[src/rtl/liveness_monitor.sv]
// -----------------------------------------------------------------------------
// liveness_monitor
//
// Watches N_CHAN request/grant channels of the intersection controller and
// flags any request that is not granted within 1..MAX_WAIT cycles. Channels
// marked in PERIODIC behave as if their request were permanently high, so
// they flag any stretch of MAX_WAIT cycles without a grant. Per-channel worst
// served latency and a saturating violation count are kept for debug.
//
// Ports
//   clock        in   single clock, all logic on posedge
//   reset_n      in   asynchronous active-low reset
//   enable       in   0 = monitoring off, every channel forced IDLE
//   req          in   [N_CHAN]  per-channel request
//   grant        in   [N_CHAN]  per-channel green indication
//   clear_stats  in   synchronous clear of sticky flags, worst, counters
//   stat_sel     in   channel selected for the stat outputs
//   pending      out  [N_CHAN]  channel is waiting on a grant (FSM state)
//   viol_pulse   out  [N_CHAN]  one-cycle pulse per deadline miss
//   viol_sticky  out  [N_CHAN]  set on a miss, held until clear/reset
//   stat_worst   out  [CNT_W]   worst served latency of channel stat_sel
//   stat_viols   out  [VCNT_W]  violation count of channel stat_sel
// -----------------------------------------------------------------------------
module liveness_monitor #(
  parameter int                N_CHAN   = 4,
  parameter int                MAX_WAIT = 50,
  parameter logic [N_CHAN-1:0] PERIODIC = '0,
  parameter int                VCNT_W   = 8,
  localparam int               CNT_W    = $clog2(MAX_WAIT + 1),
  localparam int               SEL_W    = (N_CHAN > 1) ? $clog2(N_CHAN) : 1
) (
  input  logic              clock,
  input  logic              reset_n,
  input  logic              enable,
  input  logic [N_CHAN-1:0] req,
  input  logic [N_CHAN-1:0] grant,
  input  logic              clear_stats,
  input  logic [SEL_W-1:0]  stat_sel,
  output logic [N_CHAN-1:0] pending,
  output logic [N_CHAN-1:0] viol_pulse,
  output logic [N_CHAN-1:0] viol_sticky,
  output logic [CNT_W-1:0]  stat_worst,
  output logic [VCNT_W-1:0] stat_viols
);

  typedef enum logic {IDLE = 1'b0, PENDING = 1'b1} state_t;

  localparam logic [CNT_W-1:0]  MAX_CNT  = CNT_W'(MAX_WAIT);
  localparam logic [VCNT_W-1:0] VIOL_MAX = '1;

  state_t            state_q [N_CHAN];
  logic [CNT_W-1:0]  cnt_q   [N_CHAN];   // cycles since the arming request
  logic [CNT_W-1:0]  worst_q [N_CHAN];
  logic [VCNT_W-1:0] viols_q [N_CHAN];
  logic [N_CHAN-1:0] pulse_q;
  logic [N_CHAN-1:0] sticky_q;
  logic [N_CHAN-1:0] r_eff;

  assign r_eff = req | PERIODIC;

  // One FSM per channel. Later non-blocking assignments override the
  // clear_stats defaults, so a miss or a served grant in the clearing cycle
  // lands on freshly cleared stats (miss wins: sticky=1, viols=1).
  always_ff @(posedge clock or negedge reset_n) begin
    if (!reset_n) begin
      for (int i = 0; i < N_CHAN; i++) begin
        state_q[i] <= IDLE;
        cnt_q[i]   <= '0;
        worst_q[i] <= '0;
        viols_q[i] <= '0;
      end
      pulse_q  <= '0;
      sticky_q <= '0;
    end else begin
      for (int i = 0; i < N_CHAN; i++) begin
        if (clear_stats) begin
          worst_q[i]  <= '0;
          viols_q[i]  <= '0;
          sticky_q[i] <= 1'b0;
        end
        if (!enable) begin
          state_q[i] <= IDLE;
          cnt_q[i]   <= '0;
          pulse_q[i] <= 1'b0;
        end else begin
          pulse_q[i] <= 1'b0;
          if (state_q[i] == IDLE) begin
            // A grant in the arming cycle is ignored: deadline is ##[1:MAX_WAIT].
            if (r_eff[i]) begin
              state_q[i] <= PENDING;
              cnt_q[i]   <= CNT_W'(1);
            end
          end else if (grant[i]) begin
            if (clear_stats || (cnt_q[i] > worst_q[i])) worst_q[i] <= cnt_q[i];
            if (r_eff[i]) begin
              cnt_q[i] <= CNT_W'(1);
            end else begin
              state_q[i] <= IDLE;
              cnt_q[i]   <= '0;
            end
          end else if (cnt_q[i] == MAX_CNT) begin
            pulse_q[i]  <= 1'b1;
            sticky_q[i] <= 1'b1;
            if (clear_stats)                viols_q[i] <= VCNT_W'(1);
            else if (viols_q[i] != VIOL_MAX) viols_q[i] <= viols_q[i] + VCNT_W'(1);
            if (r_eff[i]) begin
              cnt_q[i] <= CNT_W'(1);
            end else begin
              state_q[i] <= IDLE;
              cnt_q[i]   <= '0;
            end
          end else begin
            // Requests arriving here merge into the oldest deadline.
            cnt_q[i] <= cnt_q[i] + CNT_W'(1);
          end
        end
      end
    end
  end

  always_comb begin
    pending = '0;
    for (int i = 0; i < N_CHAN; i++) pending[i] = (state_q[i] == PENDING);
  end

  assign viol_pulse  = pulse_q;
  assign viol_sticky = sticky_q;

  // Out-of-range selects fall through to zero.
  always_comb begin
    stat_worst = '0;
    stat_viols = '0;
    for (int i = 0; i < N_CHAN; i++) begin
      if (int'(stat_sel) == i) begin
        stat_worst = worst_q[i];
        stat_viols = viols_q[i];
      end
    end
  end

endmodule

[config.mk]
export PLATFORM = sky130hd
export DESIGN_NAME = liveness_monitor
export DESIGN_NICKNAME = d
export VERILOG_FILES = /design/src/rtl/liveness_monitor.sv
export SDC_FILE = /design/constraint.sdc
export NUM_CORES = 1
export LEC_CHECK = 0
export ABC_AREA = 1
export ABC_CLOCK_PERIOD_IN_PS = 2000
export CORE_UTILIZATION = 40
export CTS_CLUSTER_SIZE = 10
export DETAILED_ROUTE_END_ITERATION = 12
export DONT_BUFFER_PORTS = 1
export PLACE_DENSITY = 0.6
export SYNTH_ARGS = -nofsm -noshare
export SYNTH_HDL_FRONTEND = slang
export SYNTH_SLANG_ARGS = --single-unit
[constraint.sdc]
create_clock -name clock -period 2 [get_ports clock]
set_input_delay 0.2 -clock clock [delete_from_list [all_inputs] [get_ports clock]]
set_output_delay 0.2 -clock clock [all_outputs]
set_load 0.05 [all_outputs]
# [After elaboration in Yosys (flattened, before gate mapping)]
# Index checks and enable logic that the tools add are counted.
[classes] n_lt_le_gt_ge=4 add_sub_neg=8 eq_ne=15 n_mux=136 reduce_logical=5
[op_table] cell="$mux W6" count=44
[op_table] cell="$mux W8" count=32
[op_table] cell="$mux W1" count=60
[op_table] cell="$add A8 B1 Y8 const B" count=4
[op_table] cell="$ne A8 B8 Y1 const B" count=4
[op_table] cell="$add A6 B1 Y6 const B" count=4
[op_table] cell="$eq A6 B6 Y1 const B" count=4
[op_table] cell="$gt A6 B6 Y1" count=4
[op_table] cell="$ne A3 B1 Y1 const B" count=4
[op_table] cell="$eq A2 B2 Y1 const B" count=2
[op_table] cell="$logic_or A1 B1 Y1" count=4
[op_table] cell="$eq A2 B1 Y1 const B" count=1
[op_table] cell="$logic_not A2 Y1" count=1
[word_totals] input_bits=14 elab_cells=186 register_bits=92 out_inout_bits=26

# [Logic depth before layout (Yosys ltp)]
[depth] depth_word=7 depth_mapped=12 depth_no_buf=12

# [Least setup slack after synthesis]
# No wires, ideal clock.
[synth_timing] path_type="flip-flop to output port" start="register viols_q[7] (netlist bit)" end="output port stat_viols[7]" t_required_ns=1.800 t_arrival_ns=1.544 path_stages_with_launch=3 path_buffers=0 slack_ns=0.256 path_cell_list="dfrtp_1 > inv_1 > o21ai_0"
[synth_via] elab_chain_cells=1
[synth_lines] element="start: declaration" line="54" text="logic [VCNT_W-1:0] viols_q [N_CHAN];"
[synth_lines] element="start signal: indexed assignment" line="70" text="viols_q[i] <= '0;"
[synth_lines] element="start signal: indexed assignment" line="78" text="viols_q[i] <= '0;"
[synth_lines] element="start signal: indexed assignment" line="104" text="if (clear_stats) viols_q[i] <= VCNT_W'(1);"
[synth_lines] element="$mux W8" line="134" text="if (int'(stat_sel) == i) begin"
[synth_lines] element="end: declaration" line="43" text="output logic [VCNT_W-1:0] stat_viols"
# Every way passes these cells.

# [Worst setup path in the final report]
[layout_timing] start="register cnt_q[5] (netlist bit)" end="register worst_q[0] (netlist bit)"
[layout_via] elab_chain_cells=6
[layout_lines] element="start: declaration" line="52" text="logic [CNT_W-1:0] cnt_q [N_CHAN];"
[layout_lines] element="start signal: indexed assignment" line="114" text="cnt_q[i] <= cnt_q[i] + CNT_W'(1);"
[layout_lines] element="$gt A6 B6 Y1" line="94" text="if (clear_stats || (cnt_q[i] > worst_q[i])) worst_q[i] <= cnt_q[i];"
[layout_lines] element="$logic_or A1 B1 Y1" line="94"
[layout_lines] element="$mux W6" line="94"
[layout_lines] element="$mux W6" line="93" text="end else if (grant[i]) begin"
[layout_lines] element="$mux W6" line="87" text="if (state_q[i] == IDLE) begin"
[layout_lines] element="$mux W6" line="81" text="if (!enable) begin"
[layout_lines] element="end signal: indexed assignment" line="69" text="worst_q[i] <= '0;"
[layout_lines] element="end signal: indexed assignment" line="77" text="worst_q[i] <= '0;"
[layout_lines] element="end: declaration" line="53" text="logic [CNT_W-1:0] worst_q [N_CHAN];"
# Every way passes these cells.
# A chain may end at the register's enable or synchronous reset.

==> results.md <==
- Status: finished with violations
- Failing checks: negative hold slack
- Gate power share: 0.072
- Clock sinks: 92
- I/O pin total: 40
- First-pass GRT wire length: 24300 um
- Endpoint class of the critical path: flop
- FP Rows: 43
- Total Die Area: 15100 um^2
- Number of CTS-inserted buffers: 9
- Crit-path cells: ha_1 -> nand2_1 -> nor2_1 -> nand2_1 -> nand3_1 -> nand2_1 -> nand2_1 -> nand2_1 -> nand2_1 -> nand2_1
- Max-Cap Viols: 0
- Pin count of the biggest net entering global routing: 93
- Cts hold-fix bufs: 5
- Layout cell share with drive strength beyond 1: 0.0808
- Hold crit path type: in -> async
- Detailed Place HPWL: 10500 um
- Worst EP required: 2.24 ns
- RSZ-0062 raised after global routing: no
- Leakage power total: 3.27 nW
- Crit start category: flop
- Clock power share: 0.460
- Synth async-reset ratio: 1.00
- R2R cell count: 10
- Int Pwr: 3.10 mW
- Placer Congestion: 0.797
- Clk Latency, worst-skew pair: 0.36 ns
- Routed WL per cell: 14.1 um
- Pwr Total: 4.07 mW
- CTS resizes: 0
- I/O Buffers: 0
- Pwr/cell area: 616 nW/um^2
- Setup violators final: 0
- Aggregate global-route resource usage: 0.209
- DRT antenna net count: 0
- Most used DFF post-synth: dfrtp_1
- Setup Skew: 0.00844 ns
- Ant diodes: 0
- Post-synth net total: 868
- Critical Path Max Stage Delay: 0.43 ns
- Initial antenna violation count: 0
- Switching portion of total power: 0.240
- Remaining DRCs: 0
- Final Hold Fails: 92
- CTS tree: done
- Chip Width: 123 um
- Nets: 900
- CP max FO: 7
- First DRT Iteration DRCs: 277
- Register bit total from synthesis: 92
- Core Footprint: 14100 um^2
- Rel. slew slack: 0.505
- Clk slew on worst S/H paths: 0.07 ns
- Gate Count Post-Synth: 818
- Post-Syn Area: 5860 um^2
- Worst R2R Start: cnt_q[5]$_DFFE_PN0P_
- Number of iterations in the first detailed-routing pass: 5
- Flop2flop setup slack: 0.21 ns
- Fin crit share: 0.897
- Tmin final: 1.79 ns
- Crit path DAT: 2.04 ns
- Sequential-to-total area share from yosys stat: 0.393
- Slew @ Worst Pin: 0.740 ns
- Total Wirelength: 14600 um
- Crit path capture: worst_q[0]$_DFF_PN0_
- Syn_area_per_cell: 7.16 um^2
- WS Path Type: reg -> reg
- Vias/cell: 5.07
- Via count: 5243
- Die span in y: 123 um
- # Post-CTS Setup Buffers: 0
- Worst setup path startpoint: cnt_q[5]$_DFFE_PN0P_
- Core Util, Final: 0.469
- Clock Path Buffers: 2
- Slowest CP cell: dfrtp_1
- Vias in the first global route: 4936
- Psw: 977 uW
- Setup TNS Final: 0 ns
- CP most frequent cell: nand2_1
- Worst Hold Slack: -0.468 ns
- Fin. max-slew vios: 0
- Reg power frac: 0.468
- Initial core utilization: 0.416
- Syn. warnings: 0
- Grt total ovfl: 0
- Area growth syn-to-layout: 12.9%
- Post-synth EDFFs: 0
- Unique masters post-synth: 39
- H-tree levels: 3
- R2r endpoint: worst_q[0]$_DFF_PN0_
- Root Driver: clkbuf_16
- VDD IR max: 0.424 mV
- FMAX: 558 MHz
critical path, delay by kind of cell, from the launching register on:
kind / cells / cell delay (ns)
simple gates: 9 / 0.93
flops: 1 / 0.43
fa+ha+maj: 1 / 0.33
registers in the layout (all words and copies together), names as in the netlist:
signal,flops
viol_sticky,4
viols_q,32
worst_q,24
viol_pulse,4
cnt_q,24
pending,4
layout make-up:
cell class / count / area (um^2)
clock inverters: 4 / 73.8
well taps: 180 / 225
flip-flops and latches: 92 / 2300
clock buffers: 11 / 243
repair buffers: 34 / 268
multi-input cells: 601 / 3080
inverters: 112 / 420
fillers: 1434 / 7480
synth_stat cells (all sizes together), types with 4 or more instances:
library cell,n,area (um^2)
dfrtp,92,2300
nand3,73,375
nor3,14,108
o21ai,42,210
inv,112,420
nand4,8,56.3
xor2,6,52.6
nand2,234,901
nor2,112,469
ha,36,450
buf,6,30.0
a21oi,39,195
o31ai,4,30.0
clkbuf,7,26.3
o22ai,14,87.6
cells in the final DEF (no fill, tap or decap), drive strengths merged, types with 3 or more instances in the layout:
| cell type | n |
|---|---|
| a21oi | 39 |
| buf | 29 |
| clkbuf | 11 |
| dfrtp | 92 |
| dlygate4sd3 | 5 |
| ha | 36 |
| inv | 112 |
| nand2 | 234 |
| nand3 | 73 |
| nand4 | 8 |
| nor2 | 112 |
| nor3 | 14 |
| o211ai | 3 |
| o21a | 3 |
| o21ai | 42 |
| o22ai | 14 |
| o31ai | 4 |
| xor2 | 6 |
cells by family (layout without fill, tap and decap cells):
group,after synthesis,in the layout,share of synthesized area
and+or+nand+nor,444,444,0.330
buffers and inverters,125,161,0.0814
AOI/OAI and AO/OA,113,113,0.107
DFF,92,92,0.393
adders and majority gates,36,36,0.0769
xor gates and xnor gates,8,8,0.0120
power groups by stage:
| stage | Sequential [mW] | Clock (mW) | Combinational [mW] |
|---|---|---|---|
| floorplan | 1.96 | 0 | 0.193 |
| global placement | 1.94 | 0 | 0.278 |
| detailed placement | 1.94 | 0 | 0.278 |
| CTS | 1.91 | 1.93 | 0.294 |
| global route | 1.91 | 1.98 | 0.330 |
| finish | 1.91 | 1.87 | 0.292 |
per-stage QoR:
step	cell area (um^2)	hold slack, ns	std cells	setup WS [ns]
after floorplan	5860	-0.0956	818	0.256
after global placement	6240	-0.0932	1014	0.275
after detailed placement	6240	-0.0923	1014	0.251
after CTS	6610	-0.481	1034	0.228
after global routing	6610	-0.481	1034	0.0559
final	6610	-0.468	1034	0.206
worst min-delay path by stage:
stage	cells after the start	start	slack (ns)	end
finish	0	reset_n	-0.47	viols_q[5]$_DFF_PN0_
global route	0	reset_n	-0.48	viols_q[3]$_DFF_PN0_
CTS	0	reset_n	-0.48	viols_q[24]$_DFF_PN0_
detailed placement	0	reset_n	-0.09	viols_q[23]$_DFF_PN0_
global placement	0	reset_n	-0.09	viols_q[23]$_DFF_PN0_
floorplan	0	reset_n	-0.1	cnt_q[0]$_DFFE_PN0P_
metal layers:
layer | vias to the layer above | part of all wire | track usage
met1 | 2427 | 0.47 | 0.274
met3 | 11 | 0.042 | 0.0411
met4 | 0 | 0.010 | 0.0550
met2 | 98 | 0.47 | 0.353
met5 | - | 0 | 0
li1 | 2707 | - | -
Note: power is estimated with default switching activity, not from simulation.
